==> src/rtl/interrupter_gen.sv <==
// Burst interrupter: turns period / on-time / pulse-count / gap parameters into
// the bridge enable, its predictive lead-in and the bridge-half select.
module interrupter_gen #(
    parameter int W         = 16,
    parameter int NW        = 8,
    parameter int PRED_LEAD = 4,
    parameter int TICK_DIV  = 1
) (
    input  logic          clk,
    input  logic          rst_n,
    input  logic          enable,
    input  logic          cfg_valid,
    input  logic [W-1:0]  cfg_period,
    input  logic [W-1:0]  cfg_ton,
    input  logic [NW-1:0] cfg_pulses,
    input  logic [W-1:0]  cfg_gap,
    output logic          cfg_ready,
    output logic          busy,
    output logic          out,
    output logic          out_pred,
    output logic          sel,
    output logic [2:0]    dbg_state
);

    // Handshake: cfg_valid is a one-cycle write strobe; a write is accepted on
    // any edge where cfg_ready is high, and cfg_ready stays high once out of reset.

    typedef enum logic [2:0] {
        S_IDLE = 3'd0,
        S_PRE  = 3'd1,
        S_ON   = 3'd2,
        S_OFF  = 3'd3,
        S_GAP  = 3'd4
    } state_t;

    localparam logic [W-1:0] LEAD = W'(PRED_LEAD);

    state_t        state, state_n;
    logic [W-1:0]  cnt, cnt_n;
    logic [NW-1:0] rem, rem_n;
    logic          load;
    logic          tick;

    logic [W-1:0]  pend_p, pend_t, pend_g;
    logic [NW-1:0] pend_n;
    logic [W-1:0]  act_p, act_t, act_g;
    logic [NW-1:0] act_n;

    logic [W-1:0]  ld_t;
    logic          ld_ok;

    generate
        if (TICK_DIV > 1) begin : g_div
            localparam int PW = $clog2(TICK_DIV);
            logic [PW-1:0] pre_cnt;
            always_ff @(posedge clk or negedge rst_n) begin
                if (!rst_n) begin
                    pre_cnt <= '0;
                end else if (pre_cnt == PW'(TICK_DIV - 1)) begin
                    pre_cnt <= '0;
                end else begin
                    pre_cnt <= pre_cnt + 1'b1;
                end
            end
            assign tick = (pre_cnt == PW'(TICK_DIV - 1));
        end else begin : g_nodiv
            assign tick = 1'b1;
        end
    endgenerate

    // On-time is clamped so every pulse keeps at least one low tick.
    assign ld_t  = (pend_t >= pend_p) ? (pend_p - 1'b1) : pend_t;
    assign ld_ok = (pend_p != '0) && (ld_t != '0) && (pend_n != '0);

    always_comb begin
        state_n = state;
        cnt_n   = cnt;
        rem_n   = rem;
        load    = 1'b0;
        if (tick) begin
            case (state)
                S_IDLE: begin
                    if (enable) begin
                        load = 1'b1;
                        if (ld_ok) begin
                            state_n = S_PRE;
                            cnt_n   = LEAD;
                        end
                    end
                end
                S_PRE: begin
                    if (!enable) begin
                        state_n = S_IDLE;
                    end else if (cnt <= 1) begin
                        state_n = S_ON;
                        cnt_n   = act_t;
                        rem_n   = act_n - 1'b1;
                    end else begin
                        cnt_n = cnt - 1'b1;
                    end
                end
                S_ON: begin
                    // A pulse in flight always runs its full on-time.
                    if (cnt <= 1) begin
                        if (!enable) begin
                            state_n = S_IDLE;
                        end else begin
                            state_n = S_OFF;
                            cnt_n   = act_p - act_t;
                        end
                    end else begin
                        cnt_n = cnt - 1'b1;
                    end
                end
                S_OFF: begin
                    if (!enable) begin
                        state_n = S_IDLE;
                    end else if (cnt <= 1) begin
                        if (rem != '0) begin
                            state_n = S_ON;
                            cnt_n   = act_t;
                            rem_n   = rem - 1'b1;
                        end else if (act_g != '0) begin
                            state_n = S_GAP;
                            cnt_n   = act_g;
                        end else begin
                            load    = 1'b1;
                            state_n = ld_ok ? S_PRE : S_IDLE;
                            cnt_n   = LEAD;
                        end
                    end else begin
                        cnt_n = cnt - 1'b1;
                    end
                end
                S_GAP: begin
                    if (!enable) begin
                        state_n = S_IDLE;
                    end else if (cnt <= 1) begin
                        load    = 1'b1;
                        state_n = ld_ok ? S_PRE : S_IDLE;
                        cnt_n   = LEAD;
                    end else begin
                        cnt_n = cnt - 1'b1;
                    end
                end
                default: state_n = S_IDLE;
            endcase
        end
    end

    always_ff @(posedge clk or negedge rst_n) begin
        if (!rst_n) begin
            state <= S_IDLE;
            cnt   <= '0;
            rem   <= '0;
        end else begin
            state <= state_n;
            cnt   <= cnt_n;
            rem   <= rem_n;
        end
    end

    // Pending set is written by the parser; active set only changes at a burst load.
    always_ff @(posedge clk or negedge rst_n) begin
        if (!rst_n) begin
            pend_p <= '0;
            pend_t <= '0;
            pend_n <= '0;
            pend_g <= '0;
            act_p  <= '0;
            act_t  <= '0;
            act_n  <= '0;
            act_g  <= '0;
        end else begin
            if (cfg_valid && cfg_ready) begin
                pend_p <= cfg_period;
                pend_t <= cfg_ton;
                pend_n <= cfg_pulses;
                pend_g <= cfg_gap;
            end
            if (load) begin
                act_p <= pend_p;
                act_t <= ld_t;
                act_n <= pend_n;
                act_g <= pend_g;
            end
        end
    end

    always_ff @(posedge clk or negedge rst_n) begin
        if (!rst_n) begin
            cfg_ready <= 1'b0;
            busy      <= 1'b0;
            out       <= 1'b0;
            out_pred  <= 1'b0;
            sel       <= 1'b0;
        end else begin
            cfg_ready <= 1'b1;
            busy      <= (state != S_IDLE);
            out       <= (state == S_ON);
            out_pred  <= (state == S_PRE) ||
                         ((state == S_OFF) && (rem != '0) && (cnt <= LEAD));
            sel       <= sel ^ (out & (state != S_ON));
        end
    end

    assign dbg_state = state;

endmodule

==> config.mk <==
export PLATFORM = sky130hd
export DESIGN_NAME = interrupter_gen
export DESIGN_NICKNAME = d
export VERILOG_FILES = /design/src/rtl/interrupter_gen.sv
export SDC_FILE = /design/constraint.sdc
export NUM_CORES = 1
export LEC_CHECK = 0
export ABC_AREA = 1
export BUFFER_PORTS_ARGS = -buffer_cell sky130_fd_sc_hd__buf_2
export CELL_PAD_IN_SITES_DETAIL_PLACEMENT = 2
export CELL_PAD_IN_SITES_GLOBAL_PLACEMENT = 2
export CORE_ASPECT_RATIO = 1.75
export CORE_MARGIN = 3
export CORE_UTILIZATION = 32
export DETAILED_ROUTE_END_ITERATION = 10
export GPL_ROUTABILITY_DRIVEN = 0
export HOLD_SLACK_MARGIN = 0.12
export PLACE_DENSITY = 0.81
export SLEW_MARGIN = 20
export SYNTH_ARGS = -nofsm -noshare
export SYNTH_HDL_FRONTEND = slang
export SYNTH_SLANG_ARGS = --single-unit
==> constraint.sdc <==
create_clock -name clk -period 2.1 [get_ports clk]
set_input_delay 0.63 -clock clk [delete_from_list [all_inputs] [get_ports clk]]
set_output_delay 0.63 -clock clk [all_outputs]
set_load 0.02 [all_outputs]
# --- Yosys cells after proc, flatten, opt, wreduce, memory -nomap -nowiden ---
# Index checks and enable logic that the tools add are counted.
word_totals:
  romBits: 0
  inputBits: 60
  out_inout_bits: 8
  ramBits: 0
  wordCells: 104
  n_memories: 0
  latch_bits: 0
  regBits: 144
op_classes:
  reduce_logical: 18
  div: 0
  magnitude_cmp: 3
  n_addsub: 5
  n_shift: 0
  n_eq_ne: 18
  n_mul: 0
  bitwise: 2
  n_mux: 42
ops:
  columns: ["cell", "count"]
  rows:
  - ["16-bit two-way mux", 13]
  - ["16-bit case mux with 5 select lines", 1]
  - ["16-bit nonzero test", 3]
  - ["8-bit two-way mux", 5]
  - ["3-bit two-way mux", 11]
  - ["16-bit by 1-bit subtractor with 16-bit output (second input constant)", 2]
  - ["2-bit inequality test (second input constant)", 9]
  - ["16-bit greater-or-equal comparator", 1]
  - ["16-bit by 1-bit less-or-equal comparator with 1-bit output (second input constant)", 1]
  - ["16-bit by 3-bit less-or-equal comparator with 1-bit output (second input constant)", 1]
  - ["8-bit case mux with 2 select lines", 1]
  - ["8-bit nonzero test", 2]
  - ["16-bit subtractor", 1]
  - ["8-bit by 1-bit subtractor with 8-bit output (second input constant)", 2]
  - ["3-bit case mux with 5 select lines", 1]
  - ["3-bit inequality test (second input constant)", 4]
  - ["6-bit AND reduction", 2]
  - ["1-bit two-way mux", 8]
  - ["7-bit AND reduction", 1]
  - ["3-bit by 2-bit == test with 1-bit output (second input constant)", 2]
  - ["1-bit logical AND", 5]
  - ["5-bit nonzero test", 1]
  - ["3-bit by 1-bit == test with 1-bit output (second input constant)", 1]
  - ["3-bit == test (second input constant)", 1]
  - ["9 further kinds", 9]

# --- Logic depth before layout (Yosys ltp) ---
# Gate-level depths: netlist of the first run.
logic_depth:
  depth_word: 11
  depth_mapped: 24
  depth_no_buf: 23

# --- Least setup slack after synthesis of the first run ---
# No wires, ideal clock.
synth_path:
  kind: "flip-flop to flip-flop"
  start: "register pend_p[7]"
  end: "register state[1] (netlist: dbg_state[1])"
  required_ns: 1.976
  setup_ns: 0.124
  t_arrival_ns: 2.173
  path_buffers: 1
  path_stages_with_launch: 24
  period_less_slack_ns: 2.297
  setup_slack_ns: -0.197
  path_cell_list: "dfrtp_1 inv_1 ha_1 nand2_1 inv_1 nand2_1 nand2_1 nor2_1 nand2_1 nand2_2 nand2_4 buf_6 nand2_1 nand2_2 nor2_2 nand2_1 nor2_1 nand2_1 nand2_1 nand2_2 nand2_2 inv_2 nand2_1 o21ai_1"
synth_between:
  elab_chain_cells: 7
  word_cells_on_any_way: 9
  classes_between: "add/sub: 1; order compare: 1; eq/ne: 1; mux: 1; reduce/logical: 5"
synth_rtl:
  columns: ["item", "line_no", "text"]
  rows:
  - ["start: declaration", "44", "logic [W-1:0] pend_p, pend_t, pend_g;"]
  - ["start signal: assignment", "176", "pend_p <= cfg_period;"]
  - ["16-bit by 1-bit subtractor with 16-bit output / 16-bit greater-or-equal comparator (equally long branches)", "72", "assign ld_t = (pend_t >= pend_p) ? (pend_p - 1'b1) : pend_t;"]
  - ["16-bit two-way mux", "72", null]
  - ["16-bit nonzero test", "73", "assign ld_ok = (pend_p != '0) && (ld_t != '0) && (pend_n != '0);"]
  - ["1-bit logical AND * (2 in series)", "73", null]
  - ["2-bit inequality test (no source line) *", null, null]
  - ["6-bit AND reduction (no source line) *", null, null]
  - ["end signal: assignment", "157", "state <= state_n;"]
  - ["end: declaration", "38", "state_t state, state_n;"]
# Every way passes the cells marked *; elsewhere a longest branch is shown, timed or not.
# A chain may end at the register's enable or synchronous reset.

# --- Final worst setup path of the first run ---
layout_path:
  start: "register cnt[2]"
  end: "register cnt[15]"
layout_between:
  elab_chain_cells: 4
  word_cells_on_any_way: 12
  classes_between: "add/sub: 1; order compare: 1; eq/ne: 1; mux: 8; reduce/logical: 1"
layout_rtl:
  columns: ["item", "line_no", "text"]
  rows:
  - ["start: declaration", "39", "logic [W-1:0] cnt, cnt_n;"]
  - ["start signal: assignment", "158", "cnt <= cnt_n;"]
  - ["16-bit by 1-bit subtractor with 16-bit output / 16-bit by 1-bit less-or-equal comparator with 1-bit output (equally long branches)", null, null]
  - ["16-bit two-way mux, on equally long branches", "138, 118, 94", null]
  - ["16-bit two-way mux, on equally long branches", "136, 116, 92", null]
  - ["16-bit case mux with 5 select lines", "81", "case (state)"]
# Several ways; a longest one is shown, not always the timed one. The select of a mux whose other input is x is not followed.

==> results of run 1 <==
worst max-delay path, stage by stage, from the launching register on:
cell	delay, ps
dfrtp_1	400
inv_1	120
nand2_1	80
nor2_1	250
nand3_1	220
nor2_2	250
nand2_1	180
nor2_1	200
nand2_1	140
inv_1	150
nand3_1	120
nor2_1	280
nand2_1	150
nand2_1	140
o211ai_1	140
nand3_1	150
nand2_2	80
placed cells by master, fill, tap and decap left out, types with 7 or more instances in the layout:
| cell | synthesis | routed |
|---|---|---|
| buf_4 | 1 | 242 |
| dfrtp_1 | 144 | 140 |
| nand2_1 | 227 | 105 |
| inv_1 | 118 | 96 |
| nor2_1 | 114 | 88 |
| nand2_4 | 3 | 70 |
| a21oi_1 | 75 | 68 |
| buf_2 | 6 | 67 |
| o21ai_2 | 11 | 62 |
| nand2_2 | 6 | 56 |
| nand3_1 | 54 | 39 |
| inv_2 | 12 | 27 |
| o21ai_0 | 85 | 23 |
| ha_1 | 37 | 23 |
| buf_6 | 1 | 23 |
| nor2_4 | 4 | 21 |
| xor2_1 | 22 | 20 |
| buf_12 | 0 | 20 |
| clkbuf_16 | 0 | 19 |
| o21ai_4 | 0 | 16 |
| nor2_2 | 6 | 15 |
| mux2_2 | 14 | 14 |
| nand3_2 | 0 | 12 |
| ha_4 | 0 | 12 |
| buf_16 | 0 | 10 |
| a21oi_2 | 1 | 8 |
| o211ai_1 | 8 | 8 |
| o21ai_1 | 12 | 7 |
cells in the mapped netlist, types with 11 or more instances:
cell type,instances
o21ai_2,11
dfrtp_1,144
xor2_1,22
mux2_2,14
inv_2,12
o21ai_0,85
inv_1,118
nand3_1,54
nand2_1,227
nor2_1,114
ha_1,37
a21oi_1,75
o21ai_1,12
clkbuf_1,16
power breakdown:
| part | total [mW] | switching, mW | internal [mW] |
|---|---|---|---|
| Combinational | 2.43 | 1.48 | 0.949 |
| Clock | 3.55 | 1.51 | 2.04 |
| Sequential | 3.06 | 0.139 | 2.92 |
| Total | 9.04 | 3.13 | 5.91 |
sequential cells by signal (all words and copies together) (netlist names), 16 cells and up:
signal and flops:
cnt 16, act_p 16, act_g 16, act_t 16, pend_p 16, pend_t 16, pend_g 16
cell type report:
type | instances | area (um^2)
repair inverters | 1 | 6.26
multi-input cells | 747 | 5690
repair buffers | 366 | 3160
diodes | 1 | 2.50
clock inverters | 10 | 159
fillers | 2553 | 11300
flip-flops and latches | 144 | 3610
clock buffers | 21 | 460
well taps | 316 | 395
inverters | 131 | 532
through the flow:
step                area [um^2]  worst slack (ps)  cells
global placement          10600              -473   1614
detailed placement        10600              -803   1614
global route              14000             -1150   1736
finish                    14000             -1110   1737
floorplan                  8360              -147   1049
CTS                       12900              -683   1713
metal layers:
| layer | up-vias | global-route usage (%) |
|---|---|---|
| li1 | 4149 | - |
| met1 | 5372 | 38.6 |
| met2 | 712 | 70.9 |
| met3 | 410 | 8.07 |
| met4 | 0 | 34.2 |
| met5 | - | 0 |
path summary, 6_finish.rpt:
kind                                               to  slack, ps  depth (start not counted)
worst max-delay path              cnt[15]$_DFFE_PN0P_      -1110                         16
worst min-delay path            pend_t[7]$_DFFE_PN0P_        380                          2
worst max register to register    cnt[15]$_DFFE_PN0P_      -1110                         16
worst min register to register          sel$_DFF_PN0_        510                          1
max in group asynchronous       pend_p[7]$_DFFE_PN0P_        770                          3
min in group asynchronous       pend_g[4]$_DFFE_PN0P_        600                          2
cells by family after synthesis:
group                    after synthesis  synth area share, %
adder cells (fa/ha/maj)               38                 5.83
AO/OA/AOI/OAI                        223                 15.4
AND/OR/NAND/NOR                      439                 22.4
other                                  1               0.0453
buffers and inverters                159                 7.50
XOR/XNOR                              30                 3.17
flip-flops                           144                 43.5
multiplexers                          15                 2.03
repair_timing:
item,in CTS,in global routing
resized for setup,267,260
hold endpoints to repair,26,0
pin swaps,42,60
endpoints found under the setup margin,78,83
gates cloned,18,2
hold buffers,1,0
setup buffers,49,32
==> metrics.md, run 1 <==
| Metric | Value |
|---|---|
| Outcome | `complete, but fails checks` |
| Violated checks | `negative setup slack` |
| Met3 routed WL | `just under 4000 um` |
| First-pass GRT wire length | `80,700 um` |
| DR iter-0 viols | `around 910` |
| Final Hold Viols | `0` |
| DRT met1 WL | `21,600 um` |
| Synthesized cell area | `0.00828 mm^2` |
| CP startpoint kind | `flip-flop` |
| Max-slew headroom | `about half` |
| Clk_lat worst skew | `about 500 ps` |
| Total track usage | `between 30% and 40%` |
| MaxCap Viol Count | `0` |
| Via density | `between 6 and 7` |
| Nets | `1,506` |
| Vias | `roughly 11,000` |
| Largest net degree at the start of global routing | `47` |
| Top post-synthesis cells by area | `dfrtp_1 (44%), nand2_1 (10%), ha_1 (5.6%)` |
| DIE WIDTH | `~130 um` |
| Initial antenna violation count | `1` |
| Period utilization | `153%` |
| Clock buffer count from CTS | `17` |
| LEAKAGE | `6.98 nW` |
| Unrepaired setup endpoints after global routing | `yes` |
| Clock Path Buffers | `2` |
| Final setup margin | `-1110 ps` |
| Fraction of registers with async set or reset after synthesis | `100%` |
| Yosys reg bits | `144` |
| Share of cells above drive strength 1 | `approximately 53%` |
| Clk sinks | `approximately 140` |
| Worst Setup SP | `cnt[2]$_DFFE_PN0P_` |
| Layout Utilization | `a little under three fifths` |
| Maximum vdd drop | `just under 1 mV` |
| Worst flop-to-flop path startpoint | `cnt[2]$_DFFE_PN0P_` |
| Hold wc startpoint | `cfg_ton[7]` |
| Synth area leader | `dfrtp_1` |
| Drt pass-1 iters | `5` |
| Minimum hold slack | `about 380 ps` |
| Final setup TNS | `-41,100 ps` |
| CTS tree | `yes` |
| H-tree Lvls | `4` |
| WL met2 | `roughly 32,000 um` |
| Highest Signal Layer | `met4` |
| Root Buffer | `clkbuf_16` |
| Crit path time final | `between 3000 and 4000 ps` |
| Rows | `between 70 and 80` |
| Cells after Synth | `roughly 1,000` |
| Crit Path Class | `flip-flop to flip-flop` |
| Worst-path fanout max | `2` |
| Pwr Density | `about 640 mW/mm^2` |
| Predominant post-synthesis flop cell | `dfrtp_1` |
| I/O pin count | `68` |
| Ys Warns | `0` |
| Least-Margin Pin Slew | `736 ps` |
| Overall power | `about 9 mW` |
| Reg clk slew, reported paths | `around 70 ps` |
| CP Capture Type | `flip-flop` |
| Final setup vio count | `83` |
| Final Skew | `19.4 ps` |
| Area Growth Syn to Fin | `69.3%` |
| Post-Syn Area per Cell | `~8 um^2` |
| Die Area | `approximately 0.028 mm^2` |
| Post-synth EDFFs | `0` |
| Number of global-route vias before repair | `between 10,000 and 15,000` |
| IO buf count | `67` |
| Slew Limit Fails | `0` |
| Antenna-violating nets left | `0` |
| Post-DR wirelength/cell | `roughly 37 um` |
| Residual DRC | `0` |
| Yosys cell types | `47` |
| Initial Util | `between 30% and 40%` |
| Die H | `219 um` |
| Worst path arrival time | `~3600 ps` |
| Top cell type's share of synthesized area | `between 40% and 50%` |
| WP data required | `approximately 2500 ps` |
| Worst hold path class | `input pin to flip-flop` |
| Post-synthesis sequential area ratio | `a little over two fifths` |
| Hpwl dp | `28,700 um` |
| Syn nets | `between 1,000 and 1,500` |
| Grt ovf | `0` |
| Final WL | `64,600 um` |
| FMAX | `0.312 GHz` |
| Core footprint | `0.0253 mm^2` |
Note: power is estimated with default switching activity, not from simulation.
==> run 2: changes to the inputs <==
--- a/config.mk
+++ b/config.mk
@@ -5,17 +5,18 @@
 export SDC_FILE = /design/constraint.sdc
 export NUM_CORES = 1
 export LEC_CHECK = 0
-export ABC_AREA = 1
+export ABC_AREA = 0
 export BUFFER_PORTS_ARGS = -buffer_cell sky130_fd_sc_hd__buf_2
 export CELL_PAD_IN_SITES_DETAIL_PLACEMENT = 2
 export CELL_PAD_IN_SITES_GLOBAL_PLACEMENT = 2
 export CORE_ASPECT_RATIO = 1.75
 export CORE_MARGIN = 3
-export CORE_UTILIZATION = 32
+export CORE_UTILIZATION = 35
 export DETAILED_ROUTE_END_ITERATION = 10
 export GPL_ROUTABILITY_DRIVEN = 0
 export HOLD_SLACK_MARGIN = 0.12
-export PLACE_DENSITY = 0.81
+export PLACE_DENSITY = 0.82
+export SETUP_SLACK_MARGIN = 0.5
 export SLEW_MARGIN = 20
 export SYNTH_ARGS = -nofsm -noshare
 export SYNTH_HDL_FRONTEND = slang
==> run 2 against run 1 <==
  * The flow still finishes with violations (negative setup slack)
  * Synthesized cell count down 19%
  * Setup slack worse by 130 ps
  * Power rose to 2.8 times the previous value
  * Critical path depth down 4
  * Clock power down 5%
  * Synthesized area up 0.88%
  * Utilization up 3.2 points
  * Via count down 4.2%
  * First-iteration DRC count up 29%
  * Largest cell class unchanged
  * Highest routed layer is now met5
==> metrics.md, run 2 <==
| Metric | Value |
|---|---|
| Commonest non-fill, non-tap cell in the layout | `buf_4 (unchanged)` |
| Worst flop-to-flop path startpoint | `act_t[0]$_DFFE_PN0P_ (was cnt[2]$_DFFE_PN0P_)` |
| FF-to-FF setup slack | `-1240 ps (was -1110 ps)` |
| Synthesized cell area | `0.00835 mm^2 (was 0.00828 mm^2)` |
| Reg clk slew, reported paths | `70 ps (about the same)` |
| Pint | `12.7 mW (was 5.91 mW)` |
| Post-synthesis sequential area ratio | `43.2% (was 43.5%)` |
| Nets | `1,301 (was 1,506)` |
| Worst path arrival time | `3650 ps (was 3590 ps)` |
| Crit path time final | `3340 ps (was 3210 ps)` |
| Share of cells above drive strength 1 | `57.2% (was 53.0%)` |
| Clk pwr share | `13.3% (was 39.3%)` |
| Clock buffer count from CTS | `17 (unchanged)` |
| Largest net degree at the start of global routing | `57 (was 47)` |
| Ys Warns | `0 (unchanged)` |
| Drt pass-1 iters | `6 (was 5)` |
| Pwr Density | `1840 mW/mm^2 (was 645 mW/mm^2)` |
| Outcome | `complete, but fails checks (unchanged)` |
| Area Growth Syn to Fin | `64.0% (was 69.3%)` |
| Worst Setup SP | `act_t[0]$_DFFE_PN0P_ (was cnt[2]$_DFFE_PN0P_)` |
| MaxCap Viol Count | `0 (unchanged)` |
| Max-slew headroom | `34.1% (was 51.0%)` |
| Met2 Usage GRT | `75.2% (was 70.9%)` |
| Psw | `12.5 mW (was 3.13 mW)` |
| Clock Path Buffers | `2 (unchanged)` |
| Synth area leader | `dfrtp_1 (unchanged)` |
| Antenna-violating nets left | `0 (unchanged)` |
| RR Endpoint | `cnt[14]$_DFFE_PN0P_ (was cnt[15]$_DFFE_PN0P_)` |
| Clk sinks | `144 (unchanged)` |
| Worst-path fanout max | `2 (unchanged)` |
| Slew Limit Fails | `0 (unchanged)` |
| Reg2Reg Depth | `12 (was 16)` |
| Via density | `6.70 (was 6.13)` |
| Sw Ratio | `49.7% (was 34.7%)` |
| GR Layer Usage met3 | `10.5% (was 8.07%)` |
| Overall power | `25.2 mW (was 9.04 mW)` |
| First-pass GRT wire length | `79,700 um (was 80,700 um)` |
| Yosys cell types | `70 (was 47)` |
| FF/Latch Area | `0.00361 mm^2 (about the same)` |
| Busiest grt layer | `met2 (unchanged)` |
| Multi-input gate area | `0.00571 mm^2 (was 0.00569 mm^2)` |
| Final Cell Area | `0.0137 mm^2 (was 0.0140 mm^2)` |
| Die Area | `0.0258 mm^2 (was 0.0279 mm^2)` |
| Root Buffer | `clkbuf_16 (unchanged)` |
| Final Skew | `16.8 ps (was 19.4 ps)` |
| Most numerous cell in the Yosys netlist | `dfrtp_1 (was nand2_1)` |
| Yosys reg bits | `144 (unchanged)` |
| Final setup margin | `-1240 ps (was -1110 ps)` |
| Combinational power share | `66.5% (was 26.9%)` |
| Unrepaired setup endpoints after global routing | `yes (unchanged)` |
| Hpwl dp | `29,400 um (was 28,700 um)` |
| Syn nets | `947 (was 1,147)` |
| Worst hold path class | `input pin to flip-flop (unchanged)` |
| Period utilization | `159% (was 153%)` |
| Crit Path Class | `flip-flop to flip-flop (unchanged)` |
| Rows | `74 (was 77)` |
| Top post-synthesis cells by area | `dfrtp_1 (43%), mux2_2 (8.0%), ha_1 (5.5%) (was dfrtp_1 (44%), nand2_1 (10%), ha_1 (5.6%))` |
| Least-Margin Pin Slew | `989 ps (was 736 ps)` |
| Met1 usage | `43.8% (was 38.6%)` |
| Post-synth top cells | `dfrtp_1 (144), nand2_1 (84), o21ai_0 (67) (was nand2_1 (227), dfrtp_1 (144), inv_1 (118))` |
| Vias | `10,200 (was 10,600)` |
| Cells after Synth | `849 (was 1,049)` |
| Clk_lat worst skew | `480 ps (was 500 ps)` |
| # fillers | `2,202 (was 2,553)` |
| IO buf count | `67 (unchanged)` |
| DIE WIDTH | `123 um (was 128 um)` |
| Die H | `210 um (was 219 um)` |
| Initial antenna violation count | `2 (was 1)` |
| Most frequent cells in the layout | `buf_4 (247), dfrtp_1 (139), mux2_2 (60), buf_2 (58), nand2_1 (47) (was buf_4 (242), dfrtp_1 (140), nand2_1 (105), inv_1 (96), nor2_1 (88))` |
| CTS tree | `yes (unchanged)` |
| Post-Syn Area per Cell | `9.84 um^2 (was 7.89 um^2)` |
| Final Hold Viols | `0 (unchanged)` |
| Reg power frac | `20.1% (was 33.8%)` |
| I/O pin count | `68 (unchanged)` |
| DR iter-0 viols | `1,179 (was 914)` |
| Final setup vio count | `84 (was 83)` |
| Fraction of registers with async set or reset after synthesis | `100% (unchanged)` |
| Dpl ws | `-933 ps (was -803 ps)` |
| FMAX | `0.299 GHz (was 0.312 GHz)` |
| Predominant post-synthesis flop cell | `dfrtp_1 (unchanged)` |
| Placed Area | `0.0109 mm^2 (was 0.0106 mm^2)` |
| CP Capture Type | `flip-flop (unchanged)` |
| Violated checks | `negative setup slack (unchanged)` |
| Top cell type's share of synthesized area | `43.2% (was 43.5%)` |
| Residual DRC | `0 (unchanged)` |
| Final WL | `63,900 um (was 64,600 um)` |
| Number of global-route vias before repair | `11,000 (was 11,900)` |
| Core footprint | `0.0234 mm^2 (was 0.0253 mm^2)` |
| Post-synth EDFFs | `0 (unchanged)` |
| WP data required | `2410 ps (was 2480 ps)` |
| LEAKAGE | `6.32 nW (was 6.98 nW)` |
| Initial Util | `35.6% (was 32.7%)` |
| Total track usage | `43.8% (was 39.9%)` |
| H-tree Lvls | `4 (unchanged)` |
| Maximum vdd drop | `0.815 mV (was 0.976 mV)` |
| Post-DR wirelength/cell | `42.0 um (was 37.2 um)` |
| CP startpoint kind | `flip-flop (unchanged)` |
| Grt ovf | `0 (unchanged)` |
| Crit path capture | `cnt[14]$_DFFE_PN0P_ (was cnt[15]$_DFFE_PN0P_)` |
## run 2: cell count changes in the layout (fill, tap and decap cells not counted), sizes merged, moves of 12 or more
| cell | before | now |
|---|---|---|
| nand3 | 54 | 18 |
| inv | 132 | 43 |
| o21ai | 108 | 96 |
| nor2 | 124 | 43 |
| nand2 | 237 | 85 |
| mux2 | 14 | 84 |
| xor2 | 22 | 5 |
| nor4 | 2 | 14 |
| nor3 | 9 | 27 |
| a21oi | 77 | 41 |
| xnor2 | 8 | 24 |
## run 2: cells by family after synthesis
group / share of synthesized area (%)
muxes: 13.1
AOI/OAI and AO/OA: 16.5
xor gates and xnor gates: 3.04
buffers and inverters: 4.23
and+or+nand+nor: 14.1
other: 0.0449
DFF: 43.2
adders and majority gates: 5.78
## run 2: worst min-delay path by stage
stage	from	to	cells after the start
floorplan	rst_n	act_g[0]$_DFFE_PN0P_	0
global route	cfg_pulses[3]	pend_n[3]$_DFFE_PN0P_	2
detailed placement	sel$_DFF_PN0_	sel$_DFF_PN0_	1
CTS	cfg_ton[11]	pend_t[11]$_DFFE_PN0P_	2
finish	cfg_period[0]	pend_p[0]$_DFFE_PN0P_	2
global placement	sel$_DFF_PN0_	sel$_DFF_PN0_	1
## run 2: metrics by stage
| stage | TNS, ps | utilization, % | hold slack [ps] | cells |
|---|---|---|---|---|
| 4_1_cts | -55180 | 55.3 | 372 | 1494 |
| 2_1_floorplan | -37810 | - | 334 | 849 |
| 6_report | -71430 | 58.5 | 389 | 1522 |
| 5_1_grt | -72750 | 58.5 | 389 | 1521 |
| 3_3_place_gp | -50350 | 46.6 | 457 | 1417 |
| 3_5_place_dp | -57890 | 46.6 | 472 | 1417 |
## run 2: per-layer routing
metal  vias up  share of wire, %
li1       3797                 -
met3       490               7.8
met1      5088                32
met2       820                48
met5         -             0.020
met4         2                12
## run 2: final cells by class
type                       instances  area share [%]
antenna                            2          0.0365
clock buffer                      20            3.26
clock inverter                    12            1.03
inverter                          43            1.20
multi-input combinational        623            41.7
sequential                       144            26.4
tap                              304            2.78
timing repair buffer             374            23.7
## run 2: power groups by stage
stage	Sequential [mW]	Clock [mW]	Combinational, mW
detailed placement	4.57	0	10.1
floorplan	4.39	0	5.03
global route	5.06	3.46	16.9
CTS	4.70	3.20	13.1
finish	5.07	3.36	16.8
global placement	4.40	0	9.17
## run 2: timing repair
item	CTS	global route
gates resized for setup	235	115
setup buffers	37	26
pin swaps	72	47
cloned	7	0
hold buffers	1	0
hold endpoints to repair	23	0
setup endpoints to repair	93	94
## run 2: worst max-delay path, stage by stage, from the launching register on
cell and delay [ps]:
dfrtp_1 520, ha_4 230, inv_2 70, fa_2 390, a211oi_4 310, o21ai_4 110
a2111oi_4 320, buf_4 200, o31ai_4 110, xnor2_1 260, nor2_2 120, o21ai_0 290
o211ai_1 230
==> run 3: changes to the inputs <==
--- a/config.mk
+++ b/config.mk
@@ -14,8 +14,8 @@
 export CORE_UTILIZATION = 35
 export DETAILED_ROUTE_END_ITERATION = 10
 export GPL_ROUTABILITY_DRIVEN = 0
-export HOLD_SLACK_MARGIN = 0.12
-export PLACE_DENSITY = 0.82
+export GPL_TIMING_DRIVEN = 0
+export PLACE_DENSITY_LB_ADDON = 0.25
 export SETUP_SLACK_MARGIN = 0.5
 export SLEW_MARGIN = 20
 export SYNTH_ARGS = -nofsm -noshare
==> run 3 against run 2 <==
  * The flow still finishes with violations (negative setup slack)
  * Die area is the same
  * Utilization shrank 11 points
  * Via count fell by 25%
  * Largest cell class unchanged
  * Combinational power decreased by 47%
==> metrics.md, run 3 (synthesis gave the netlist of run 2 again) <==
| Metric | Value |
|---|---|
| CP startpoint kind | `flip-flop (unchanged)` |
| Antenna-violating nets left | `0 (unchanged)` |
| # fillers | `2,415 (was 2,202)` |
| Commonest non-fill, non-tap cell in the layout | `dfrtp_1 (was buf_4)` |
| Period utilization | `139% (was 159%)` |
| Reg2Reg Depth | `12 (unchanged)` |
| Unrepaired setup endpoints after global routing | `yes (unchanged)` |
| CP Capture Type | `flip-flop (unchanged)` |
| Final setup margin | `-828 ps (was -1240 ps)` |
| Final WL | `34,900 um (was 63,900 um)` |
| LEAKAGE | `4.95 nW (was 6.32 nW)` |
| Nets | `1,108 (was 1,301)` |
| Reg clk slew, reported paths | `60 ps (was 70 ps)` |
| Core footprint | `0.0234 mm^2 (unchanged)` |
| Clk sinks | `144 (unchanged)` |
| Outcome | `complete, but fails checks (unchanged)` |
| Crit-path cells | `inv_1, ha_4, nand4_1, or4_4, o211ai_1, buf_4, buf_6, a41oi_2, buf_6, a21oi_4, buf_6, o2bb2ai_1 (was ha_4, inv_2, fa_2, a211oi_4, o21ai_4, a2111oi_4, buf_4, o31ai_4, xnor2_1, nor2_2, o21ai_0, o211ai_1)` |
| Grt ovf | `0 (unchanged)` |
| Least-Margin Pin Slew | `665 ps (was 989 ps)` |
| Initial antenna violation count | `1 (was 2)` |
| MaxCap Viol Count | `0 (unchanged)` |
| Final Cell Area | `0.0112 mm^2 (was 0.0137 mm^2)` |
| Slew Limit Fails | `0 (unchanged)` |
| CTS tree | `yes (unchanged)` |
| Clk_lat worst skew | `460 ps (was 480 ps)` |
| Vias | `7,668 (was 10,200)` |
| Met3 routed WL | `840 um (was 5000 um)` |
| WP data required | `2460 ps (was 2410 ps)` |
| Share of cells above drive strength 1 | `39.5% (was 57.2%)` |
| Residual DRC | `0 (unchanged)` |
| I/O pin count | `68 (unchanged)` |
| Highest Signal Layer | `met4 (was met5)` |
| CP top delay family | `simple AND/OR/NAND/NOR gates (was compound AO/OA/AOI/OAI gates)` |
| Multi-input gate area | `0.00494 mm^2 (was 0.00571 mm^2)` |
| IO buf count | `67 (unchanged)` |
| FF/Latch Area | `0.00362 mm^2 (was 0.00361 mm^2)` |
| Critical path's most frequent cell | `buf_6` |
| Root Buffer | `clkbuf_16 (unchanged)` |
| Worst path arrival time | `3290 ps (was 3650 ps)` |
| Dpl ws | `-1150 ps (was -933 ps)` |
| H-tree Lvls | `4 (unchanged)` |
| Pwr Density | `1520 mW/mm^2 (was 1840 mW/mm^2)` |
| Rows | `74 (unchanged)` |
| Clock Path Buffers | `2 (unchanged)` |
| Largest stage delay, worst path | `570 ps (was 520 ps)` |
| Final setup TNS | `-54,760 ps (was -71,430 ps)` |
| WL met2 | `20,100 um (was 30,500 um)` |
| Slowest CP cell | `or4_4 (was dfrtp_1)` |
| Die H | `210 um (unchanged)` |
| Via density | `5.77 (was 6.70)` |
| Die Area | `0.0258 mm^2 (unchanged)` |
| DIE WIDTH | `123 um (unchanged)` |
| Clock buffer count from CTS | `17 (unchanged)` |
| Most frequent cells in the layout | `dfrtp_1 (130), nand2_1 (71), buf_4 (61), mux2_2 (59), buf_2 (59) (was buf_4 (247), dfrtp_1 (139), mux2_2 (60), buf_2 (58), nand2_1 (47))` |
| FF-to-FF setup slack | `-830 ps (was -1240 ps)` |
| First-pass GRT wire length | `50,400 um (was 79,700 um)` |
| Largest net degree at the start of global routing | `84 (was 57)` |
| Overall power | `17.0 mW (was 25.2 mW)` |
| FMAX | `0.342 GHz (was 0.299 GHz)` |
| Hpwl dp | `22,700 um (was 29,400 um)` |
| Final setup vio count | `83 (was 84)` |
| Post-DR wirelength/cell | `26.3 um (was 42.0 um)` |
| Violated checks | `negative setup slack (unchanged)` |
| Number of global-route vias before repair | `8,711 (was 11,000)` |
| Initial Util | `35.6% (unchanged)` |
| Worst-path fanout max | `6 (was 2)` |
| Crit Path Class | `flip-flop to flip-flop (unchanged)` |
| Maximum vdd drop | `0.647 mV (was 0.815 mV)` |
| Placed Area | `0.00927 mm^2 (was 0.0109 mm^2)` |
| DR iter-0 viols | `315 (was 1,179)` |
| Final Hold Viols | `0 (unchanged)` |
| Total track usage | `26.3% (was 43.8%)` |
| Final Skew | `12.5 ps (was 16.8 ps)` |
| Max-slew headroom | `55.7% (was 34.1%)` |
| Drt pass-1 iters | `5 (was 6)` |
| Final Non-Filler Cells | `1,328 (was 1,522)` |
| Worst hold path class | `input pin to async pin (was input pin to flip-flop)` |
| DRT met1 WL | `11,400 um (was 20,500 um)` |
| CP Buf/Inv Count | `5 (was 2)` |
| RR Endpoint | `cnt[15]$_DFFE_PN0P_ (was cnt[14]$_DFFE_PN0P_)` |
| Worst flop-to-flop path startpoint | `pend_p[13]$_DFFE_PN0P_ (was act_t[0]$_DFFE_PN0P_)` |
| Crit path time final | `2930 ps (was 3340 ps)` |
| Cells after DPL | `1,221 (was 1,417)` |
| Area Growth Syn to Fin | `34.0% (was 64.0%)` |
==> run 3: cell types whose count changed in the layout (fill, tap and decap cells not counted), moves of 9 or more <==
| cell | change |
|---|---|
| o21ai_4 | -9 |
| o21ai_2 | -27 |
| buf_6 | -10 |
| dfrtp_1 | -9 |
| clkbuf_8 | +11 |
| o21ai_1 | +28 |
| nand2_1 | +24 |
| buf_12 | -13 |
| a21oi_1 | +11 |
| dfrtp_2 | +9 |
| buf_4 | -186 |
| nand2_4 | -27 |
==> run 3: stage by stage <==
stage               utilization, %  hold slack [ps]
floorplan                        -              334
global placement              39.4              456
detailed placement            39.6              478
CTS                           46.0              194
global route                  47.8              207
finish                        47.8              167
==> run 3: layout make-up <==
class	count	area share (%)
flip-flops and latches	144	32.4
diodes	1	0.0224
plain buffers	39	3.48
multi-input cells	623	44.2
repair buffers	142	9.55
inverters	43	1.64
clock inverters	9	0.939
well taps	304	3.40
clock buffers	23	4.45
==> run 3: layer usage <==
layer  vias up  global-route usage (%)
met2       186                    50.4
li1       3404                       -
met4         0                    18.9
met5         -                       0
met3       114                    3.79
met1      3964                    24.4
==> run 3: worst max-delay path by stage <==
stage / startpoint / endpoint / slack (ps) / cells after the start
3_5_place_dp: pend_p[0]$_DFFE_PN0P_ / cnt[1]$_DFFE_PN0P_ / -1150 / 11
4_1_cts: cnt[8]$_DFFE_PN0P_ / act_g[11]$_DFFE_PN0P_ / -730 / 8
5_1_grt: pend_p[13]$_DFFE_PN0P_ / cnt[15]$_DFFE_PN0P_ / -920 / 12
2_1_floorplan: cnt[7]$_DFFE_PN0P_ / act_g[0]$_DFFE_PN0P_ / -520 / 7
6_report: pend_p[13]$_DFFE_PN0P_ / cnt[15]$_DFFE_PN0P_ / -830 / 12
3_3_place_gp: rst_n / dbg_state[0]$_DFFE_PN0P_ / -2110 / 1
==> run 3: power breakdown <==
part	internal (mW)	switching (mW)
Clock	1.90	1.25
Sequential	3.71	1.17
Combinational	4.00	4.94
Total	9.61	7.36
==> run 3: what timing repair did <==
item / in CTS / in global routing
setup endpoints to repair: 133 / 133
resized for setup: 116 / 86
cloned: 2 / 1
pin swaps: 22 / 14
setup buffers: 59 / 12
hold buffers: 0 / 0
